$ cat config.mk
export PLATFORM = sky130hd
export DESIGN_NAME = regfile_pred_flat
export DESIGN_NICKNAME = d
export VERILOG_FILES = /design/src/rtl/regfile_pred_pkg.sv /design/src/rtl/regfile_pred_if.sv /design/src/rtl/regfile_pred_scoreboard.sv /design/src/rtl/regfile_pred.sv /design/src/flat_wrapper.sv
export SDC_FILE = /design/constraint.sdc
export NUM_CORES = 1
export LEC_CHECK = 0
export CORE_MARGIN = 3
export CORE_UTILIZATION = 63
export CTS_BUF_LIST = sky130_fd_sc_hd__clkbuf_2 sky130_fd_sc_hd__clkbuf_4 sky130_fd_sc_hd__clkbuf_8
export CTS_CLUSTER_DIAMETER = 100
export DETAILED_ROUTE_END_ITERATION = 10
export GPL_TIMING_DRIVEN = 0
export PLACE_DENSITY = 0.88
export SYNTH_ARGS = -nofsm -noshare
export SYNTH_HDL_FRONTEND = slang
export SYNTH_SLANG_ARGS = --single-unit
export TNS_END_PERCENT = 50
$ cat constraint.sdc
create_clock -name clk -period 4.56 [get_ports clk]
set_clock_uncertainty 0.2 [all_clocks]
set_input_delay 1.368 -clock clk [delete_from_list [all_inputs] [get_ports clk]]
set_output_delay 1.368 -clock clk [all_outputs]
set_load 0.02 [all_outputs]
$ cat src/rtl/regfile_pred_pkg.sv
// ---------------------------------------------------------------------------
// regfile_pred_pkg
// Shared constants for the predicated register file: data width, register
// count, address width and the hard-wired zero register index, plus a small
// helper that decides whether a write port hits a given read address.
//
// Optional feature macro used by the design: REGFILE_BYPASS_EN
// ---------------------------------------------------------------------------
package regfile_pred_pkg;

   localparam int XLEN  = 32;
   localparam int AW    = 4;
   localparam int NREGS = 16;

   localparam logic [AW-1:0] R0_IDX = '0;

   // True when an active write targets addr and that target is a real
   // (writable) register; r0 never takes part in forwarding or clearing.
   function automatic logic wr_hits(input logic          en,
                                    input logic [AW-1:0] wr_addr,
                                    input logic [AW-1:0] addr);
      return en && (wr_addr == addr) && (wr_addr != R0_IDX);
   endfunction

endpackage

$ cat src/rtl/regfile_pred_if.sv
// ---------------------------------------------------------------------------
// regfile_pred_if
// Bundles the decode/writeback side of the register file.
//   master : decode + writeback stage (drives addresses, claims, writes)
//   slave  : register file (returns values, busy and claim acceptance)
// Signals:
//   pred_addr / pred_value / pred_busy   predicate register read
//   rs_addr / rs_value, rt_addr / rt_value operand reads
//   claim_valid / claim_addr / claim_ready destination reservation
//   wr_en / wr_addr / wr_data             writeback port
// ---------------------------------------------------------------------------
interface regfile_pred_if
   import regfile_pred_pkg::*;
#(
   parameter int XLEN = regfile_pred_pkg::XLEN
);

   logic [AW-1:0]   pred_addr;
   logic [XLEN-1:0] pred_value;
   logic            pred_busy;

   logic [AW-1:0]   rs_addr;
   logic [XLEN-1:0] rs_value;
   logic [AW-1:0]   rt_addr;
   logic [XLEN-1:0] rt_value;

   logic            claim_valid;
   logic [AW-1:0]   claim_addr;
   logic            claim_ready;

   logic            wr_en;
   logic [AW-1:0]   wr_addr;
   logic [XLEN-1:0] wr_data;

   modport master (
      output pred_addr, rs_addr, rt_addr,
      output claim_valid, claim_addr,
      output wr_en, wr_addr, wr_data,
      input  pred_value, pred_busy, rs_value, rt_value, claim_ready
   );

   modport slave (
      input  pred_addr, rs_addr, rt_addr,
      input  claim_valid, claim_addr,
      input  wr_en, wr_addr, wr_data,
      output pred_value, pred_busy, rs_value, rt_value, claim_ready
   );

endinterface

$ cat src/rtl/regfile_pred_scoreboard.sv
// ---------------------------------------------------------------------------
// reg_scoreboard
// One busy bit per register. A set marks a register as having an
// outstanding write claim, a clear retires it. When both target the same
// register in one cycle the set wins, so the newer claim is not lost.
// r0 is never busy.
// Ports:
//   clk, rst_n         clock, asynchronous active-low reset
//   set_en_i/addr_i    accepted claim
//   clr_en_i/addr_i    retiring write
//   busy_o             current busy vector (bit per register)
// ---------------------------------------------------------------------------
module reg_scoreboard
   import regfile_pred_pkg::*;
#(
   parameter int NREGS = regfile_pred_pkg::NREGS
) (
   input  logic             clk,
   input  logic             rst_n,
   input  logic             set_en_i,
   input  logic [AW-1:0]    set_addr_i,
   input  logic             clr_en_i,
   input  logic [AW-1:0]    clr_addr_i,
   output logic [NREGS-1:0] busy_o
);

   logic [NREGS-1:0] busy_q;
   logic [NREGS-1:0] busy_d;

   generate
      for (genvar gi = 0; gi < NREGS; gi++) begin : g_busy
         if (gi == 0) begin : g_r0
            assign busy_d[gi] = 1'b0;
         end else begin : g_rn
            logic set_hit;
            logic clr_hit;
            assign set_hit    = set_en_i && (set_addr_i == AW'(gi));
            assign clr_hit    = clr_en_i && (clr_addr_i == AW'(gi));
            // Claim has priority over a same-cycle clear.
            assign busy_d[gi] = set_hit | (busy_q[gi] & ~clr_hit);
         end
      end
   endgenerate

   always_ff @(posedge clk or negedge rst_n) begin
      if (!rst_n) begin
         busy_q <= '0;
      end else begin
         busy_q <= busy_d;
      end
   end

   assign busy_o = busy_q;

endmodule

$ cat src/rtl/regfile_pred.sv
// ---------------------------------------------------------------------------
// regfile_pred
// 16 x XLEN register file with a predicate read port, two operand read
// ports, one writeback port and a per-register busy scoreboard used by
// decode to reserve destinations (WAW stall when already reserved).
// r0 reads as zero, ignores writes and is never busy.
//
// Optional feature (macro REGFILE_BYPASS_EN): write data is forwarded to
// the read ports, and the predicate busy flag drops, in the cycle of the
// write itself. Without it, reads see the new value one cycle later.
//
// Ports:
//   clk    rising-edge clock
//   rst_n  asynchronous active-low reset
//   bus    regfile_pred_if.slave (read, claim and writeback signals)
// ---------------------------------------------------------------------------
module regfile_pred
   import regfile_pred_pkg::*;
#(
   parameter int XLEN  = regfile_pred_pkg::XLEN,
   parameter int NREGS = regfile_pred_pkg::NREGS
) (
   input  logic           clk,
   input  logic           rst_n,
   regfile_pred_if.slave  bus
);

   logic [XLEN-1:0]  regs_q [NREGS];
   logic [NREGS-1:0] busy;

   logic wr_act;
   logic claim_ready;
   logic claim_fire;

   // An in-flight write is discarded while reset is asserted, so it must
   // not be forwarded or used to release a claim either.
   assign wr_act = rst_n && bus.wr_en;

   // -----------------------------------------------------------------------
   // Storage. r0 is reset and never written, so it stays zero.
   // -----------------------------------------------------------------------
   always_ff @(posedge clk or negedge rst_n) begin
      if (!rst_n) begin
         for (int i = 0; i < NREGS; i++) begin
            regs_q[i] <= '0;
         end
      end else if (bus.wr_en && (bus.wr_addr != R0_IDX)) begin
         regs_q[bus.wr_addr] <= bus.wr_data;
      end
   end

   // -----------------------------------------------------------------------
   // Busy tracking
   // -----------------------------------------------------------------------
   // A reserved destination may be re-claimed in the same cycle its
   // pending write retires; the scoreboard then keeps the bit set.
   assign claim_ready = (bus.claim_addr == R0_IDX)
                     || !busy[bus.claim_addr]
                     || wr_hits(wr_act, bus.wr_addr, bus.claim_addr);

   assign claim_fire = bus.claim_valid && claim_ready;

   reg_scoreboard #(
      .NREGS (NREGS)
   ) u_scoreboard (
      .clk        (clk),
      .rst_n      (rst_n),
      .set_en_i   (claim_fire),
      .set_addr_i (bus.claim_addr),
      .clr_en_i   (wr_act && (bus.wr_addr != R0_IDX)),
      .clr_addr_i (bus.wr_addr),
      .busy_o     (busy)
   );

   assign bus.claim_ready = claim_ready;

   // -----------------------------------------------------------------------
   // Read ports
   // -----------------------------------------------------------------------
   always_comb begin
      bus.pred_value = regs_q[bus.pred_addr];
      bus.rs_value   = regs_q[bus.rs_addr];
      bus.rt_value   = regs_q[bus.rt_addr];
      bus.pred_busy  = busy[bus.pred_addr];
`ifdef REGFILE_BYPASS_EN
      if (wr_hits(wr_act, bus.wr_addr, bus.pred_addr)) begin
         bus.pred_value = bus.wr_data;
         bus.pred_busy  = 1'b0;
      end
      if (wr_hits(wr_act, bus.wr_addr, bus.rs_addr)) begin
         bus.rs_value = bus.wr_data;
      end
      if (wr_hits(wr_act, bus.wr_addr, bus.rt_addr)) begin
         bus.rt_value = bus.wr_data;
      end
`endif
   end

endmodule

$ cat src/flat_wrapper.sv
// flat-port wrapper written by rule: the top's interface ports become plain ports
module regfile_pred_flat import regfile_pred_pkg::*;
#(
   parameter int XLEN  = regfile_pred_pkg::XLEN,
   parameter int NREGS = regfile_pred_pkg::NREGS
)
  (clk, rst_n, bus_pred_addr, bus_rs_addr, bus_rt_addr, bus_claim_valid, bus_claim_addr, bus_wr_en, bus_wr_addr, bus_wr_data, bus_pred_value, bus_pred_busy, bus_rs_value, bus_rt_value, bus_claim_ready);
  regfile_pred_if #(.XLEN(XLEN)) bus_i ();
  input  logic clk;
  input  logic rst_n;
  input wire logic [$bits(bus_i.pred_addr)-1:0] bus_pred_addr;
  input wire logic [$bits(bus_i.rs_addr)-1:0] bus_rs_addr;
  input wire logic [$bits(bus_i.rt_addr)-1:0] bus_rt_addr;
  input wire logic [$bits(bus_i.claim_valid)-1:0] bus_claim_valid;
  input wire logic [$bits(bus_i.claim_addr)-1:0] bus_claim_addr;
  input wire logic [$bits(bus_i.wr_en)-1:0] bus_wr_en;
  input wire logic [$bits(bus_i.wr_addr)-1:0] bus_wr_addr;
  input wire logic [$bits(bus_i.wr_data)-1:0] bus_wr_data;
  output wire logic [$bits(bus_i.pred_value)-1:0] bus_pred_value;
  output wire logic [$bits(bus_i.pred_busy)-1:0] bus_pred_busy;
  output wire logic [$bits(bus_i.rs_value)-1:0] bus_rs_value;
  output wire logic [$bits(bus_i.rt_value)-1:0] bus_rt_value;
  output wire logic [$bits(bus_i.claim_ready)-1:0] bus_claim_ready;
  assign bus_i.pred_addr = bus_pred_addr;
  assign bus_i.rs_addr = bus_rs_addr;
  assign bus_i.rt_addr = bus_rt_addr;
  assign bus_i.claim_valid = bus_claim_valid;
  assign bus_i.claim_addr = bus_claim_addr;
  assign bus_i.wr_en = bus_wr_en;
  assign bus_i.wr_addr = bus_wr_addr;
  assign bus_i.wr_data = bus_wr_data;
  assign bus_pred_value = bus_i.pred_value;
  assign bus_pred_busy = bus_i.pred_busy;
  assign bus_rs_value = bus_i.rs_value;
  assign bus_rt_value = bus_i.rt_value;
  assign bus_claim_ready = bus_i.claim_ready;
  regfile_pred #(.XLEN(XLEN), .NREGS(NREGS)) u_core (.clk(clk), .rst_n(rst_n), .bus(bus_i));
endmodule
==> results of run 1 <==
-- critical path, cell delays in order --
cell and delay (ps):
buf_2 340, buf_2 580, mux4_2 630, clkdlybuf4s15_2 280
-- per-layer routing --
layer	GRT usage, %	up-vias	part of all wire (%)
li1	-	8096	-
met1	50.7	11864	30
met2	62.0	3007	43
met3	20.4	1006	17
met4	31.0	4	10
met5	0.827	-	0.090
-- Yosys cell counts (2+ instances only) --
cell type | number | area share (%)
a211oi_1 | 2 | 0.048
a21oi_1 | 3 | 0.048
buf_1 | 20 | 0.24
buf_2 | 81 | 1.3
buf_6 | 10 | 0.36
clkbuf_1 | 118 | 1.4
dfrtp_1 | 527 | 42
mux2_1 | 146 | 5.3
mux2_2 | 336 | 12
mux2i_1 | 2 | 0.064
mux4_2 | 486 | 35
nand2_1 | 17 | 0.20
nand2b_1 | 5 | 0.10
nand3_1 | 7 | 0.11
nand3b_1 | 3 | 0.072
nor2_1 | 15 | 0.18
nor2b_1 | 5 | 0.10
o21ai_0 | 21 | 0.34
o21ai_1 | 5 | 0.080
o31ai_1 | 3 | 0.072
o41ai_1 | 4 | 0.11
or2_2 | 4 | 0.080
or3_1 | 4 | 0.080
xor2_1 | 3 | 0.084
-- timing repair --
action / 4_1_cts / 5_1_grt
pin swaps: 1 / 0
hold buffers: 0 / 0
endpoints found under the hold margin: 0 / 0
setup buffers: 11 / 43
gates cloned: 20 / 3
setup endpoints to repair: 98 / 97
gates resized for setup: 767 / 120
-- final timing paths --
path / end / slack [ps] / depth (start not counted)
max: bus_rt_value[15] / -230 / 4
min: u_core.regs_q[381] / 290 / 1
max reg2reg: u_core.u_scoreboard.busy_o[11] / 2550 / 4
min reg2reg: u_core.regs_q[498] / 310 / 1
max in group asynchronous: u_core.regs_q[355] / 2280 / 5
min in group clk: u_core.regs_q[498] / 310 / 1
-- power breakdown --
group,leakage [nW],switching (mW),internal [mW]
registers,6.51,1.27,5.72
logic,8.00,2.28,3.05
clock network,1.02,2.19,2.58
-- cells by family after synthesis --
family | synth area share, %
AO/OA/AOI/OAI | 0.749
XOR/XNOR | 0.0842
buffers and inverters | 3.35
flip-flops | 42.2
multiplexers | 52.5
AND/OR/NAND/NOR | 1.07
-- state kept, by name, indices dropped and copies added, names as in the netlist --
name and flops:
u_core.regs_q 512, u_core.u_scoreboard.busy_o 15
-- cell type report --
cell class                 instances  area, µm²  area share, %
buffer                           229       2300           6.11
antenna                            2       5.00         0.0133
inverter                           1       3.75        0.00997
clock buffer                     142       1820           4.84
sequential                       527      13200           35.0
timing repair buffer             214       2410           6.40
clock inverter                    13       96.3          0.256
multi-input combinational       1079      17000           45.2
tap                              656        821           2.18
==> summary.txt, run 1 <==
CTS
  • Clock slew at reported path FFs: 80 ps
  • CTS buffer count: just under 90
  • Root buf cell: clkbuf_8
  • CTS Buffer Depth: 3
  • Worst skew pair latency: around 700 ps
  • TritonCTS clock tree: done
  • Clock net sink count: 527
  • Max H-tree Level: 3

Pwr
  • Power Total: roughly 17 mW
  • Peak VDD IR: 0.000312 V
  • Leak Pwr: 15.5 nW
  • Cell Pwr Density: ~450 nW/µm²

Detailed routing
  • First-pass iteration count of the detailed router: 10
  • WL per Instance: 41.4 µm
  • Routed vias: approximately 24000
  • Remaining DRCs: 0
  • Detail Route Antenna Nets: 0
  • Iteration-0 DRC count of the detailed router: between 4000 and 5000
  • Vias per cell: 8.37
  • Total Routed Length: 119000 µm

Yosys
  • Post-synthesis cell type count: 34
  • Synth async-reset ratio: 100%
  • Mean Syn Cell Area: roughly 17 µm²
  • Syn_nets: about 1900
  • Main synth FF type: dfrtp_1
  • Syn Std Cell Area: 31200 µm²
  • Register area share after synthesis: between 40% and 50%
  • Syn Inst Count: 1837
  • EDFF count, synth: 0
  • Warnings from Yosys: 0
  • Yosys reg bits: 527

Timing
  • Final setup margin: -232 ps
  • Period utilisation layout: 105%
  • Worst-Margin Slew: 1230 ps
  • Hold Slack: 288 ps
  • Final min period: 4790 ps
  • Worst rel slew slack: 18.0%
  • Slew Limit Fails: 0
  • Setup violators final: 75
  • Fmax: around 210 MHz
  • Final Hold Fails: 0
  • Setup TNS: -4370 ps
  • RSZ-0062 raised after global routing: yes

Setup path
  • Worst r2r src: u_core.u_scoreboard.busy_o[9]
  • Critical Path Fanout Max: 10
  • Crit path from: bus_rt_addr[2]
  • Nature of the critical path endpoint: output pin
  • CP Class: input port to output pin
  • Setup crit start kind: input port
  • CP required: about 3000 ps
  • Crit path DAT: roughly 3200 ps

Floorplan
  • Die ar.: between 50000 and 60000 µm²
  • Core area: 48300 µm²
  • Die width: around 230 µm
  • Row Count: 80
  • Initial Util: between 60% and 70%
  • IO Count: 154
  • Die Y-Extent: 229 µm

Place
  • Placed cell areas: 33600 µm²
  • Routability cong.: a little over 0.9
  • Detail Placement HPWL: 63900 µm
  • Post-Place Cells: about 2600
  • Dpl ws: -1520 ps
  • PortBufs: 138

Global route
  • First-pass GRT wire length: 162000 µm
  • Largest net degree at the start of global routing: 129
  • Initial antenna violation count: 4
  • Vias in the first global route: roughly 24000
  • Tot GR Track Use: 42.9%
  • Remaining Overflow, GRT: 0

Cells and area
  • Most frequent cells in the layout: dfrtp_1 (527), mux4_2 (486), mux2_2 (336)
  • Non-filler cells in the finished layout: 2863
  • Post-route cell area: 37700 µm²
  • Share of cells above drive strength 1: about three fifths
  • Synthesis-to-finish area growth: 20.6%
  • Filler cell count: about 2400
  • Layout Nets: 2197
  • Final core utilization: approximately 78%
  • Most common cell after layout, fill and taps aside: dfrtp_1

Worst hold path
  • Hold Path Class: input port to asynchronous set/reset pin

Outcome
  • Failing checks: setup timing
  • Status: finished, violations left

Flow run
  • Max-cap violations: 0
Power figures use the tool's default switching activity.
==> run 2, diff against run 1 <==
- GPL_TIMING_DRIVEN: 0 -> 1
==> run 2 against run 1 <==
The run still ends with setup timing left; hold slack worse by 67 ps; sequential cell count unchanged; final cell count down 3.9%; sequential power down 2%; worst setup slack better by 130 ps.
==> summary.txt, run 2 (synthesis results as in run 1) <==
Timing
  • Setup violators final: between 40 and 50
  • Fmax: 215 MHz
  • Final Hold Fails: 0
  • Hold Slack: about 220 ps
  • Final setup margin: -99.2 ps
  • Slew Limit Fails: 0
  • RSZ-0062 raised after global routing: yes
  • Period utilisation layout: 102%
  • Worst-Margin Slew: 1150 ps
  • Final min period: 4660 ps
  • Setup TNS: -1670 ps
  • Worst rel slew slack: a little under a quarter

Global route
  • First-pass GRT wire length: 143000 µm
  • Vias in the first global route: between 20000 and 25000
  • Tot GR Track Use: 36.7%
  • Remaining Overflow, GRT: 0
  • Initial antenna violation count: 2
  • Largest net degree at the start of global routing: 172

Flow run
  • Max-cap violations: 0

CTS
  • Clock net sink count: roughly 530
  • CTS buffer count: 88
  • CTS Buffer Depth: 3
  • Clock slew at reported path FFs: about 60 ps
  • Root buf cell: clkbuf_8
  • Worst skew pair latency: around 700 ps
  • Max H-tree Level: 3
  • TritonCTS clock tree: done
  • Cts hold-fix bufs: 0

Setup path
  • Crit path cell chain: clkbuf_16, buf_12, buf_16, mux4_2, mux4_2, buf_6
  • CP required: 2990 ps
  • Crit path DAT: 3090 ps
  • Critical Path Fanout Max: 7
  • Max incr delay on CP: 530 ps
  • Setup crit start kind: input port
  • Nature of the critical path endpoint: output pin
  • Flop2flop setup slack: 2520 ps
  • CP max-delay cell: mux4_2
  • CP dominant cell by count: mux4_2
  • CP Class: input port to output pin

Cells and area
  • Filler cell count: roughly 2500
  • Biggest register: u_core.regs_q
  • Most common cell after layout, fill and taps aside: dfrtp_1
  • Share of cells above drive strength 1: 61.6%
  • Synthesis-to-finish area growth: 18.6%
  • Layout Nets: ~2100
  • Most frequent cells in the layout: dfrtp_1 (527), mux4_2 (486), mux2_2 (336)
  • Max FFs per register: approximately 500

Outcome
  • Failing checks: setup timing
  • Status: finished, violations left

Floorplan
  • Die width: 229 µm
  • Die Y-Extent: 229 µm
  • Row Count: 80
  • IO Count: 154
  • Die ar.: 52300 µm²
  • Core area: 48300 µm²
  • Initial Util: 64.6%

Detailed routing
  • Remaining DRCs: 0
  • Total Routed Length: about 95000 µm
  • First-pass iteration count of the detailed router: 7
  • WL per Instance: 34.7 µm
  • Routed vias: roughly 21000
  • Vias per cell: 7.67
  • Detail Route Antenna Nets: 0
  • Iteration-0 DRC count of the detailed router: 2652

Pwr
  • Cell Pwr Density: 439 nW/µm²
  • Leak Pwr: 15.1 nW
  • Peak VDD IR: 0.000299 V

Place
  • Routability cong.: 0.882
  • PortBufs: 153
  • Detail Placement HPWL: 53800 µm
  • Dpl ws: -833 ps

Worst hold path
  • Hold Path Class: flop to flop
[run 2: cell types whose count changed in the layout (fill, tap and decap cells not counted), sizes merged]
| cell | previous run | this run |
|---|---|---|
| bufinv | 1 | 0 |
| clkdlybuf4s50 | 36 | 39 |
| clkbuf | 253 | 156 |
| buf | 281 | 270 |
| dlymetal6s2s | 1 | 0 |
| clkdlybuf4s15 | 4 | 5 |
| clkinv | 10 | 8 |
| clkinvlp | 1 | 2 |
| bufbuf | 8 | 2 |
[run 2: final timing paths]
kind	startpoint	to	cells after the start
max	bus_rs_addr[0]	bus_rs_value[24]	6
max in group asynchronous	rst_n	u_core.regs_q[304]	4
min reg2reg	u_core.regs_q[496]	u_core.regs_q[496]	0
min in group asynchronous	rst_n	u_core.regs_q[62]	2
min	u_core.regs_q[496]	u_core.regs_q[496]	0
max reg2reg	u_core.u_scoreboard.busy_o[8]	u_core.u_scoreboard.busy_o[11]	4
[run 2: layout make-up]
type / count / area [µm²] / share of cell area (%)
Antenna cell: 2 / 5.00 / 0.0135
Clock buffer: 147 / 1820 / 4.91
Clock inverter: 11 / 63.8 / 0.172
Inverter: 1 / 3.75 / 0.0101
Multi-Input combinational cell: 1079 / 17100 / 46.2
Sequential cell: 527 / 13200 / 35.6
Tap cell: 656 / 821 / 2.22
Timing Repair Buffer: 327 / 4040 / 10.9
[run 2: layer usage]
layer / share of wire, % / track usage [%] / up-vias
met2: 49 / 58.6 / 1730
li1: - / - / 7877
met4: 6.6 / 21.2 / 0
met3: 11 / 9.72 / 500
met5: 0 / 0 / -
met1: 34 / 46.1 / 10983
[run 2: critical path: cells and delay by family]
family	cells	cell delay, ps
buffers and inverters	4	650
muxes	2	1050
[run 2: timing repair]
action / CTS / global route
hold endpoints to repair: 0 / 0
resized for setup: 468 / 53
pin swaps: 0 / 1
cloned: 19 / 4
setup endpoints to repair: 98 / 65
setup buffers: 12 / 4
[run 2: report_power, final]
part / switching (mW) / total (mW) / internal (mW) / leakage, nW
Clock: 1.97 / 4.48 / 2.50 / 1.01
Combinational: 1.97 / 4.94 / 2.98 / 7.61
Sequential: 1.12 / 6.85 / 5.72 / 6.51
[run 2: per-stage QoR]
stage          std cells  util (%)  instance area, µm²  power, mW
6_report            2750      76.6               37000       16.3
5_1_grt             2749      76.6               37000       16.9
3_5_place_dp        2551      70.9               34300       11.6
2_1_floorplan       1837         -               31200       9.83
4_1_cts             2740      76.2               36800       16.0
3_3_place_gp        2551      70.9               34300       11.3
